### src/rtl/mac_sequencer_if.sv
// mac_sequencer_if: bundles the sequencer's operand, processor and result
// handshakes plus status outputs.
//   slave  - the sequencer side (mac_sequencer)
//   master - the environment side (operand source, MAC processor, result sink)
// Parameters: DATA_W (operand/result width), LEN_W (length field width).
interface mac_sequencer_if #(
    parameter int DATA_W = 32,
    parameter int LEN_W  = 4
);
    logic              start;
    logic [LEN_W-1:0]  len;
    logic              op_valid;
    logic              op_ready;
    logic [DATA_W-1:0] op_a;
    logic [DATA_W-1:0] op_b;
    logic [DATA_W-1:0] proc_a;
    logic [DATA_W-1:0] proc_b;
    logic              proc_en;
    logic              proc_retro;
    logic              proc_done;
    logic [DATA_W-1:0] proc_out;
    logic              res_valid;
    logic              res_ready;
    logic [DATA_W-1:0] res_data;
    logic              busy;
    logic              timeout;

    modport slave (
        input  start, len, op_valid, op_a, op_b, proc_done, proc_out, res_ready,
        output op_ready, proc_a, proc_b, proc_en, proc_retro, res_valid, res_data,
               busy, timeout
    );

    modport master (
        output start, len, op_valid, op_a, op_b, proc_done, proc_out, res_ready,
        input  op_ready, proc_a, proc_b, proc_en, proc_retro, res_valid, res_data,
               busy, timeout
    );
endinterface

### src/rtl/mac_sequencer.sv
// mac_sequencer: steps an external MAC processor through a dot product of
// len operand pairs, then presents the accumulated value on a valid/ready
// result port. A WAIT watchdog of TMO cycles aborts with a zero result and a
// sticky timeout flag.
// Ports:
//   clk - rising-edge clock
//   rst - asynchronous active-low reset
//   bus - mac_sequencer_if.slave: start/len request, op_* operand handshake,
//         proc_* processor drive/return, res_* result handshake, busy, timeout
module mac_sequencer #(
    parameter int DATA_W = 32,
    parameter int LEN_W  = 4,
    parameter int TMO    = 15
) (
    input  logic           clk,
    input  logic           rst,
    mac_sequencer_if.slave bus
);
    localparam int TW = $clog2(TMO + 1);

    typedef enum logic [2:0] {
        S_IDLE,
        S_FETCH,
        S_ISSUE,
        S_WAIT,
        S_OUT
    } state_t;

    state_t            r_state;
    logic [LEN_W-1:0]  r_cnt;
    logic              r_first;
    logic [DATA_W-1:0] r_proc_a;
    logic [DATA_W-1:0] r_proc_b;
    logic              r_proc_en;
    logic              r_proc_retro;
    logic [DATA_W-1:0] r_res_data;
    logic              r_timeout;
    logic [TW-1:0]     r_tmo;

    always_ff @(posedge clk or negedge rst) begin
        if (!rst) begin
            r_state      <= S_IDLE;
            r_cnt        <= '0;
            r_first      <= 1'b0;
            r_proc_a     <= '0;
            r_proc_b     <= '0;
            r_proc_en    <= 1'b0;
            r_proc_retro <= 1'b0;
            r_res_data   <= '0;
            r_timeout    <= 1'b0;
            r_tmo        <= '0;
        end else begin
            r_proc_en <= 1'b0;
            case (r_state)
                S_IDLE: begin
                    if (bus.start) begin
                        if (bus.len != '0) begin
                            r_cnt   <= bus.len;
                            r_first <= 1'b1;
                            r_state <= S_FETCH;
                        end else begin
                            r_res_data <= '0;
                            r_state    <= S_OUT;
                        end
                    end
                end
                S_FETCH: begin
                    // proc_en/proc_retro are loaded here so they are already
                    // registered outputs during the ISSUE cycle.
                    if (bus.op_valid) begin
                        r_proc_a     <= bus.op_a;
                        r_proc_b     <= bus.op_b;
                        r_proc_retro <= ~r_first;
                        r_proc_en    <= 1'b1;
                        r_state      <= S_ISSUE;
                    end
                end
                S_ISSUE: begin
                    r_first <= 1'b0;
                    r_tmo   <= '0;
                    r_state <= S_WAIT;
                end
                S_WAIT: begin
                    if (bus.proc_done) begin
                        r_cnt <= r_cnt - LEN_W'(1);
                        if (r_cnt == LEN_W'(1)) begin
                            r_res_data <= bus.proc_out;
                            r_state    <= S_OUT;
                        end else begin
                            r_state <= S_FETCH;
                        end
                    end else if (r_tmo == TW'(TMO - 1)) begin
                        r_timeout  <= 1'b1;
                        r_res_data <= '0;
                        r_state    <= S_OUT;
                    end else begin
                        r_tmo <= r_tmo + TW'(1);
                    end
                end
                S_OUT: begin
                    if (bus.res_ready) begin
                        r_state <= S_IDLE;
                    end
                end
                default: r_state <= S_IDLE;
            endcase
        end
    end

    assign bus.op_ready   = (r_state == S_FETCH);
    assign bus.res_valid  = (r_state == S_OUT);
    assign bus.busy       = (r_state != S_IDLE);
    assign bus.proc_a     = r_proc_a;
    assign bus.proc_b     = r_proc_b;
    assign bus.proc_en    = r_proc_en;
    assign bus.proc_retro = r_proc_retro;
    assign bus.res_data   = r_res_data;
    assign bus.timeout    = r_timeout;
endmodule

### src/flat_wrapper.sv
// flat-port wrapper written by rule: the top's interface ports become plain ports
module mac_sequencer_flat 
#(
    parameter int DATA_W = 32,
    parameter int LEN_W  = 4,
    parameter int TMO    = 15
)
  (clk, rst, bus_start, bus_len, bus_op_valid, bus_op_a, bus_op_b, bus_proc_done, bus_proc_out, bus_res_ready, bus_op_ready, bus_proc_a, bus_proc_b, bus_proc_en, bus_proc_retro, bus_res_valid, bus_res_data, bus_busy, bus_timeout);
  mac_sequencer_if #(.DATA_W(DATA_W), .LEN_W(LEN_W)) bus_i ();
  input  logic clk;
  input  logic rst;
  input wire logic [$bits(bus_i.start)-1:0] bus_start;
  input wire logic [$bits(bus_i.len)-1:0] bus_len;
  input wire logic [$bits(bus_i.op_valid)-1:0] bus_op_valid;
  input wire logic [$bits(bus_i.op_a)-1:0] bus_op_a;
  input wire logic [$bits(bus_i.op_b)-1:0] bus_op_b;
  input wire logic [$bits(bus_i.proc_done)-1:0] bus_proc_done;
  input wire logic [$bits(bus_i.proc_out)-1:0] bus_proc_out;
  input wire logic [$bits(bus_i.res_ready)-1:0] bus_res_ready;
  output wire logic [$bits(bus_i.op_ready)-1:0] bus_op_ready;
  output wire logic [$bits(bus_i.proc_a)-1:0] bus_proc_a;
  output wire logic [$bits(bus_i.proc_b)-1:0] bus_proc_b;
  output wire logic [$bits(bus_i.proc_en)-1:0] bus_proc_en;
  output wire logic [$bits(bus_i.proc_retro)-1:0] bus_proc_retro;
  output wire logic [$bits(bus_i.res_valid)-1:0] bus_res_valid;
  output wire logic [$bits(bus_i.res_data)-1:0] bus_res_data;
  output wire logic [$bits(bus_i.busy)-1:0] bus_busy;
  output wire logic [$bits(bus_i.timeout)-1:0] bus_timeout;
  assign bus_i.start = bus_start;
  assign bus_i.len = bus_len;
  assign bus_i.op_valid = bus_op_valid;
  assign bus_i.op_a = bus_op_a;
  assign bus_i.op_b = bus_op_b;
  assign bus_i.proc_done = bus_proc_done;
  assign bus_i.proc_out = bus_proc_out;
  assign bus_i.res_ready = bus_res_ready;
  assign bus_op_ready = bus_i.op_ready;
  assign bus_proc_a = bus_i.proc_a;
  assign bus_proc_b = bus_i.proc_b;
  assign bus_proc_en = bus_i.proc_en;
  assign bus_proc_retro = bus_i.proc_retro;
  assign bus_res_valid = bus_i.res_valid;
  assign bus_res_data = bus_i.res_data;
  assign bus_busy = bus_i.busy;
  assign bus_timeout = bus_i.timeout;
  mac_sequencer #(.DATA_W(DATA_W), .LEN_W(LEN_W), .TMO(TMO)) u_core (.clk(clk), .rst(rst), .bus(bus_i));
endmodule
### config.mk
export PLATFORM = sky130hd
export DESIGN_NAME = mac_sequencer_flat
export DESIGN_NICKNAME = d
export VERILOG_FILES = /design/src/rtl/mac_sequencer_if.sv /design/src/rtl/mac_sequencer.sv /design/src/flat_wrapper.sv
export SDC_FILE = /design/constraint.sdc
export NUM_CORES = 1
export LEC_CHECK = 0
export BUFFER_PORTS_ARGS = -buffer_cell sky130_fd_sc_hd__buf_2
export CORE_AREA = 3 3 108 110
export CTS_BUF_LIST = sky130_fd_sc_hd__clkbuf_4
export CTS_CLUSTER_SIZE = 10
export DETAILED_ROUTE_END_ITERATION = 10
export DIE_AREA = 0 0 111 113
export GPL_ROUTABILITY_DRIVEN = 1
export PLACE_DENSITY = 0.8
export SLEW_MARGIN = 20
export SYNTH_ARGS = -nofsm -noshare
export SYNTH_HDL_FRONTEND = slang
export SYNTH_SLANG_ARGS = --single-unit
### constraint.sdc
create_clock -name clk -period 1.8 [get_ports clk]
set_input_delay 0.36 -clock clk [delete_from_list [all_inputs] [get_ports clk]]
set_output_delay 0.36 -clock clk [all_outputs]
set_load 0.005 [all_outputs]
==> run summary, run 1 <==
Hold is met by 0.101 ns. The worst clock skew is 0.0232 ns. CTS built an H-tree with a depth of 3.

Root buffer cell: sky130_fd_sc_hd__clkbuf_4. The highest layer used for signal routing was met4. The floorplan step defined a die boundary enclosing 12,500 µm².

The cell count after synthesis is 502, and the number of buffers and inverters on the critical path is 2. The tools report the first-pass GRT wire length as 19.9 mm. The tools report the maximum number of pins on one net before global-route repair as 112. By area the synthesized netlist is led by sky130_fd_sc_hd__dfrtp_1 (59%), sky130_fd_sc_hd__nand2_1 (18%), sky130_fd_sc_hd__mux2i_1 (7.0%), sky130_fd_sc_hd__inv_1 (3.2%), sky130_fd_sc_hd__clkbuf_1 (1.1%). Final critical-path required period: 1.91 ns. The kind of launch point of the worst setup path was a register. Including well taps, the total number of placed cells is 841. Data on the critical path is required at its endpoint by 2.15 ns. The checks that failed: setup timing. Leakage power: 3.48 nW.

For this run, the post-layout net count is 835. The congestion estimate from routability-driven global placement came to 0.810. The Yosys step of the flow raised 0 warnings. The run gives 111 as the total clock sinks. The worst setup path is captured at a register. Leaving out filler cells and counting taps, the final layout contains 869.

From synthesis to final layout, the design area changed by 33.2%. The slowest stage of the critical path is the sky130_fd_sc_hd__dfrtp_1 cell. The clock reaches the later pin of the worst-skew pair after 0.43 ns.

The category of the critical setup timing path was register to register. Setup repair after global routing could not meet its margin everywhere. STA puts the critical path data arrival time at 2.26 ns. The run gives 0 as the count of inserted antenna diode cells. After synthesis, the most frequently instantiated cells are sky130_fd_sc_hd__nand2_1 (230), sky130_fd_sc_hd__dfrtp_1 (111), sky130_fd_sc_hd__inv_1 (40), sky130_fd_sc_hd__mux2i_1 (33), sky130_fd_sc_hd__clkbuf_1 (14).

Cells fill 58.3% of the core in the end. Clock-pin slew was measured on the worst setup and hold paths at 0.16 ns. Max-cap violations in this run came to 0.

The synthesis-stage register bit count is 111, and the top-level port count is 208. The die is 113 µm tall. Derived from the worst setup path, the maximum achievable clock frequency is 523 MHz. The floorplan step defined a core boundary enclosing 10,800 µm². The effective utilization at floorplan was 43.8%; the final worst-path cycle share was 106%. The sequential cell area came out at 2780 µm². The delay of the slowest critical-path stage is 0.44 ns, and the final HPWL from detailed placement is 8.94 mm. In the final routed layout, each cell accounts on average for 14.2 µm. The tools report the distinct cell type count after synthesis as 42.

The final hold violation count was 0. The number of pins with negative max-slew slack in the final report was 0; the initial antenna violation count was 0. The routed design has 12.3 mm of wire.

Of all nets on the critical path, the largest fanout is 8. Synthesis produced a netlist with a net count of 612. The number of synthesized flops with an enable pin was 0. The remaining number of nets flagged by the antenna check after routing was 0. For this run, the detailed router's first-pass iteration total came to 4. Counting the fill cells in the layout gives 916. Dominant register cell in the synthesized netlist: sky130_fd_sc_hd__dfrtp_1.

Headroom to the max-slew limit came out at 56.8%. Counting flops with an async set or reset pin after synthesis yields a share of 100%. Grouping stages by cell kind, the critical path spends the most delay in simple AND/OR/NAND/NOR gates. The maximum clock insertion buffer count was 2; the global-route congestion overflow total was 0. Traced cell by cell, the critical path runs through nand2b_1, or3_4, a211oi_4, buf_6, clkbuf_16, mux2i_1. The run finished, with violations left. The horizontal die dimension works out to 111 µm. The number of I/O port buffers was 207; the sequential element share of the synthesized area was 58.8%.

The mean instance size in the synthesized netlist came out at 9.42 µm². Of the cells placed in the final design, the portion with a size suffix greater than 1 is 36.8%. The routed design uses 5.99 mm of met2 wire. For the cell area after technology mapping, the log shows 4730 µm².

For the pin with the worst max-slew slack, the measured transition is 0.647 ns. Final setup slack of the worst path: -0.113 ns. Summed over all instances, the cell type with the most area after synthesis is sky130_fd_sc_hd__dfrtp_1. Total power for the finished layout comes to 9.98 mW. The vias per cell works out to 4.82.

After floorplanning, the core was divided into 38 placement rows. The tools report the total CTS buffers as 9. By instance count, the leading cell after synthesis is sky130_fd_sc_hd__nand2_1. The count of endpoints failing setup in the final report is 24, and the total via count in the routed design is 4,186.

TritonCTS built the clock tree. After detailed routing, the wire length on met1 is 5.14 mm. The power density of the placed cells came out at 1590 nW/µm².

The number of global-route vias before repair was 4,149. The total met3 wirelength after detailed routing was 892 µm; the number of violations reported at the end of detailed-routing iteration 0 was 251. The number of remaining DRC errors is 0, and the peak supply drop is 0.000739 V.

Global routing used 19.2% of the available tracks. The path type of the worst min-delay path is input port to register. The area share of the leading cell type in the synthesized netlist came out at 58.8%.

The combined area of the multi-input logic cells was 1710 µm².
report_power, final:
part	switching [mW]	internal (mW)	leakage, nW
registers	0.696	3.64	1.42
clock network	0.748	0.307	0.0665
logic	2.36	2.23	1.99
layout by cell type, fill, tap and decap left out, types with 4 or more instances in the layout:
| cell type | n |
|---|---|
| sky130_fd_sc_hd__clkbuf_4 | 11 |
| sky130_fd_sc_hd__mux2i_1 | 33 |
| sky130_fd_sc_hd__ha_1 | 4 |
| sky130_fd_sc_hd__nand2_1 | 230 |
| sky130_fd_sc_hd__buf_4 | 21 |
| sky130_fd_sc_hd__buf_12 | 4 |
| sky130_fd_sc_hd__dfrtp_1 | 110 |
| sky130_fd_sc_hd__nand2b_1 | 4 |
| sky130_fd_sc_hd__buf_2 | 204 |
| sky130_fd_sc_hd__buf_6 | 6 |
| sky130_fd_sc_hd__a21oi_1 | 5 |
| sky130_fd_sc_hd__inv_1 | 39 |
| sky130_fd_sc_hd__o21ai_0 | 5 |
path summary, 6_finish.rpt:
path / start / endpoint / slack, ns / depth (start not counted)
setup / recovery: u_core.r_state[2] / u_core.bus.res_data[23] / -0.11 / 6
min in group asynchronous: rst / u_core.bus.res_data[0] / 0.48 / 3
hold reg to reg: u_core.bus.proc_a[30] / u_core.bus.proc_a[30] / 0.49 / 2
hold / removal: bus_op_b[15] / u_core.bus.proc_b[15] / 0.10 / 3
setup reg to reg: u_core.r_state[2] / u_core.bus.res_data[23] / -0.11 / 6
max in group asynchronous: rst / u_core.bus.proc_a[1] / 0.79 / 3
sequential cells by signal, indices dropped and copies added, names as in the netlist, 3 cells and up:
name                 cells
u_core.bus.proc_a       32
u_core.bus.proc_b       32
u_core.bus.res_data     32
u_core.r_cnt             4
u_core.r_state           3
u_core.r_tmo             4
what timing repair did:
| action | CTS | global route |
|---|---|---|
| hold buffers | 1 | 0 |
| gates cloned | 0 | 2 |
| pin swaps | 2 | 3 |
| gates resized for setup | 9 | 7 |
| setup buffers | 7 | 3 |
| endpoints found under the setup margin | 35 | 39 |
| hold endpoints to repair | 93 | 0 |
cell families (layout without fill, tap and decap cells):
logic type | Yosys count | after routing | share of synthesized area (%)
DFF | 111 | 111 | 58.8
AOI/OAI and AO/OA | 31 | 31 | 5.06
buffers and inverters | 66 | 293 | 5.90
adders and majority gates | 4 | 4 | 1.06
and+or+nand+nor | 257 | 257 | 22.2
muxes | 33 | 33 | 6.99
layout make-up:
class                           instances  share of cell area, %
Clock inverter                          4                  0.378
Multi-Input combinational cell        325                   27.2
Timing Repair Buffer                  238                   21.9
Clock buffer                           11                   1.31
Inverter                               40                   2.38
Sequential cell                       111                   44.1
Tap cell                              140                   2.78
stage by stage:
stage | setup TNS (ns) | cell area, µm² | worst slack (ns)
2_1_floorplan | 0 | 4730 | 0.0442
3_3_place_gp | 0 | 6000 | 0.0428
3_5_place_dp | -0.182 | 6000 | -0.0267
4_1_cts | -2.16 | 6200 | -0.0897
5_1_grt | -4.06 | 6300 | -0.163
6_report | -1.56 | 6300 | -0.113
routing by layer:
layer	GRT usage (%)	up-vias
li1	-	2013
met2	31.5	177
met3	4.28	30
met1	24.7	1966
met4	8.05	0
met5	0	-
worst reg2reg max path, stage by stage (launching register included):
cell                        delay, ns
sky130_fd_sc_hd__dfrtp_1         0.44
sky130_fd_sc_hd__nand2b_1        0.18
sky130_fd_sc_hd__or3_4           0.35
sky130_fd_sc_hd__a211oi_4        0.31
sky130_fd_sc_hd__buf_6           0.18
sky130_fd_sc_hd__clkbuf_16       0.17
sky130_fd_sc_hd__mux2i_1         0.19
Power figures use the tool's default switching activity.
==> run 2, diff against run 1 <==
- CORE_AREA: 3 3 108 110 -> 3 3 107 109
- DIE_AREA: 0 0 111 113 -> 0 0 110 112
- PLACE_DENSITY: 0.8 -> 0.78
- clock period: 1.8 -> 2.4 ns (I/O delays scaled with it)
==> run 2 against run 1 <==
- via count down 4.6%
- cell area fell by 4.1%
- critical endpoint is now bus_res_valid
- register-to-register slack better by 0.54 ns
- largest power group is now registers
- die area decreased by 1.8%
- the flow now finishes without violations
- wire length shrank 10%
- clock power shrank 23%
- critical path depth down 3
- combinational power decreased by 36%
==> run summary, run 2 (synthesized netlist as in run 1, its figures left out) <==
The biggest fanout along the worst timing path works out to 16 (+8). The number of I/O port buffers works out to 207 (unchanged). Clock latency reported for the late side of the worst-skew pair: 0.44 ns (about the same). The chip height is 112 µm (-0.88%), and the number of standard cells in the final layout excluding fillers is 848 (-2.4%). The combined area of the multi-input logic cells was 1680 µm² (-2.0%); the utilization of the core after routing was 56.5% (-1.9 points). The average wire per standard cell is 13.1 µm (-7.9%), and the count of inserted antenna diode cells is 0 (unchanged). The number of cells in the design after placement is 831 (-1.2%). For the core footprint, the log shows 10,700 µm² (-0.88%).

The final-layout setup total negative slack was 0 ns (+1.56 ns). For the die area, the log shows 12,300 µm² (-1.8%). The endpoint identified for the worst register-to-register timing path is u_core.bus.res_data[15]. The tools report the number of violations reported at the end of detailed-routing iteration 0 as 210 (-16%).

The path type of the worst min-delay path is input port to register. The tools report the root buffer cell as sky130_fd_sc_hd__clkbuf_4. The logs give 813 (-2.6%) for the post-layout net count and 67 (-40%) for the maximum number of pins on one net before global-route repair. The area of all placed cells without fillers is 6040 µm² (-4.1%), and the final hold violation count is 0 (unchanged). The fraction of layout cells with a size suffix above 1 is 33.6% (-3.1 points), and the fmax is 475 MHz. The tools report the kind of end point of the critical path as an output port. The tools report the number of filler instances in the final layout as 962 (+5.0%). The number of cells on the worst reg-to-reg path is 5 (-1), and the number of pins with negative max-slew slack in the final report is 0 (unchanged).

Dividing the final minimum period by the clock period gives 87.7%. The worst path needs 2.10 ns of the cycle, external delays included. The tools report the leakage power as 3.34 nW (-3.8%). The remaining number of nets flagged by the antenna check after routing is 0 (unchanged).

The tools report the total CTS buffers as 9 (unchanged). The post-CTS clock slew at the launch and capture registers of the worst setup and hold paths came out at 0.17 ns (about the same). First-pass GRT wire length: 17.9 mm (-9.9%). On the critical path, the stage with the largest delay is an instance of sky130_fd_sc_hd__dfrtp_1. The number of cells on the worst hold path is 3 (unchanged).

The worst setup path is of the register to output port kind. The tools report the post-CTS resize count as 0 (-9). The area growth from synthesis to layout is 27.8%. The number of buffers and inverters on the critical path works out to 1 (-1).

For the effective utilization at floorplan, the log shows 44.2% (+0.39 points). TritonCTS built the clock tree. The power density of the placed cells was 1160 nW/µm² (-27%); the worst slew margin relative to its limit was 55.5% (-1.3 points). The number of remaining DRC errors was 0 (unchanged); the global-route congestion overflow total was 0 (unchanged).

The end of the worst hold path was u_core.bus.proc_a[20]. The logs give 2780 µm² (about the same) for the sequential cell area and 0 (-100%) for the count of endpoints failing setup in the final report. The kind of cell with the highest combined delay along the critical path is flip-flops. The delay of the slowest critical-path stage was 0.60 ns (+0.16 ns); the row count was 38 (unchanged). The worst min-delay path startpoint is bus_op_a[20].

The horizontal die dimension is 110 µm (-0.90%). The total clock sinks came out at 111 (unchanged). The peak supply drop was 0.000746 V (+0.92%); the initial antenna violation count was 0 (unchanged). The library cells used most frequently in the layout, excluding fill and tap cells, are sky130_fd_sc_hd__nand2_1 (230), sky130_fd_sc_hd__buf_2 (206), sky130_fd_sc_hd__dfrtp_1 (111). Actual slew at the worst max-slew pin: 0.667 ns (+0.0194 ns). The worst register-to-register path begins at u_core.r_state[2]. The run finished with clean final reports. The placement-stage cell area was 5910 µm² (-1.5%); the top-level port count was 208 (unchanged).

The vias per cell came out at 4.71 (-2.2%). For the number of max-capacitance violations reported, the log shows 0 (unchanged). Setup repair after global routing left no endpoint under its margin.

The worst clock skew came out at 0.0175 ns (-0.00567 ns). The number of iterations in the first detailed-routing pass was 4 (unchanged). For the number of levels the H-tree was split into, the log shows 3 (unchanged). Walking the worst path, the cells encountered are nor2_1, and2_1, buf_2.

The final HPWL from detailed placement came out at 8.21 mm (-8.1%). The run gives 1.92 ns (-0.23 ns) as the worst endpoint required time. The run gives 1.62 ns (-0.64 ns) as the arrival time of data at the critical path endpoint. STA classifies the critical path startpoint as a register.

Leaving out fill and tap cells, the most frequent cell in the layout is sky130_fd_sc_hd__nand2_1. The logs give 2 (unchanged) for the maximum clock insertion buffer count and 0.771 (-4.8%) for the routability-driven placement congestion ratio. The tools report the number of global-route vias before repair as 4,053 (-2.3%). The logs give 18.1% (-1.1 points) for the overall routing resource usage and 3,994 (-4.6%) for the total via count in the routed design.

Wire length reported by the detailed router: 11.1 mm (-10%). The tools report the slack of the worst reg-to-reg path as 0.43 ns (+0.54 ns).
[run 2: cell type report]
cell class / instances / share of cell area, %
sequential: 111 / 46.0
clock buffer: 9 / 1.12
tap: 140 / 2.90
inverter: 40 / 2.49
timing repair buffer: 216 / 19.0
multi-input combinational: 325 / 27.7
clock inverter: 7 / 0.787
[run 2: stage by stage]
step	power [mW]	setup slack (ns)	hold WS [ns]
CTS	7.12	0.264	0.169
floorplan	4.95	0.629	0.184
detailed placement	6.28	0.385	0.370
global route	7.67	0.117	0.175
finish	7.02	0.295	0.210
global placement	6.13	0.495	0.370
[run 2: timing repair]
item / in CTS / in global routing
hold buffers: 1 / 0
hold endpoints to repair: 15 / 0
buffers inserted: 0 / 0
setup endpoints to repair: 0 / 0
[run 2: worst min-delay path, stage by stage]
cell and delay (ns):
sky130_fd_sc_hd__buf_2 0.07, sky130_fd_sc_hd__nand2_1 0.04, sky130_fd_sc_hd__nand2_1 0.04
[run 2: how the worst max path moves through the flow]
stage                      start                      end  slack (ns)  cells past startpoint
5_1_grt        u_core.r_state[0]            bus_res_valid        0.12                      3
3_3_place_gp          bus_len[1]  u_core.bus.res_data[11]        0.50                      6
3_5_place_dp          bus_len[1]  u_core.bus.res_data[21]        0.39                      6
6_report       u_core.r_state[0]            bus_res_valid        0.30                      3
2_1_floorplan         bus_len[1]  u_core.bus.res_data[10]        0.63                      5
4_1_cts        u_core.r_state[0]            bus_res_valid        0.26                      3
[run 2: routing by layer]
metal	wire length (µm)	track usage (%)	share of wire, %
met1	4700	22.7	42
met2	5200	29.4	47
met3	1010	5.62	9.1
met4	183	6.15	1.7
met5	0	0	0
[run 2: where the power goes]
| part | total (mW) | internal [mW] | switching [mW] | leakage [nW] |
|---|---|---|---|---|
| sequential | 3.26 | 2.72 | 0.534 | 1.42 |
| combinational | 2.94 | 1.37 | 1.57 | 1.86 |
| clock | 0.821 | 0.218 | 0.604 | 0.0658 |
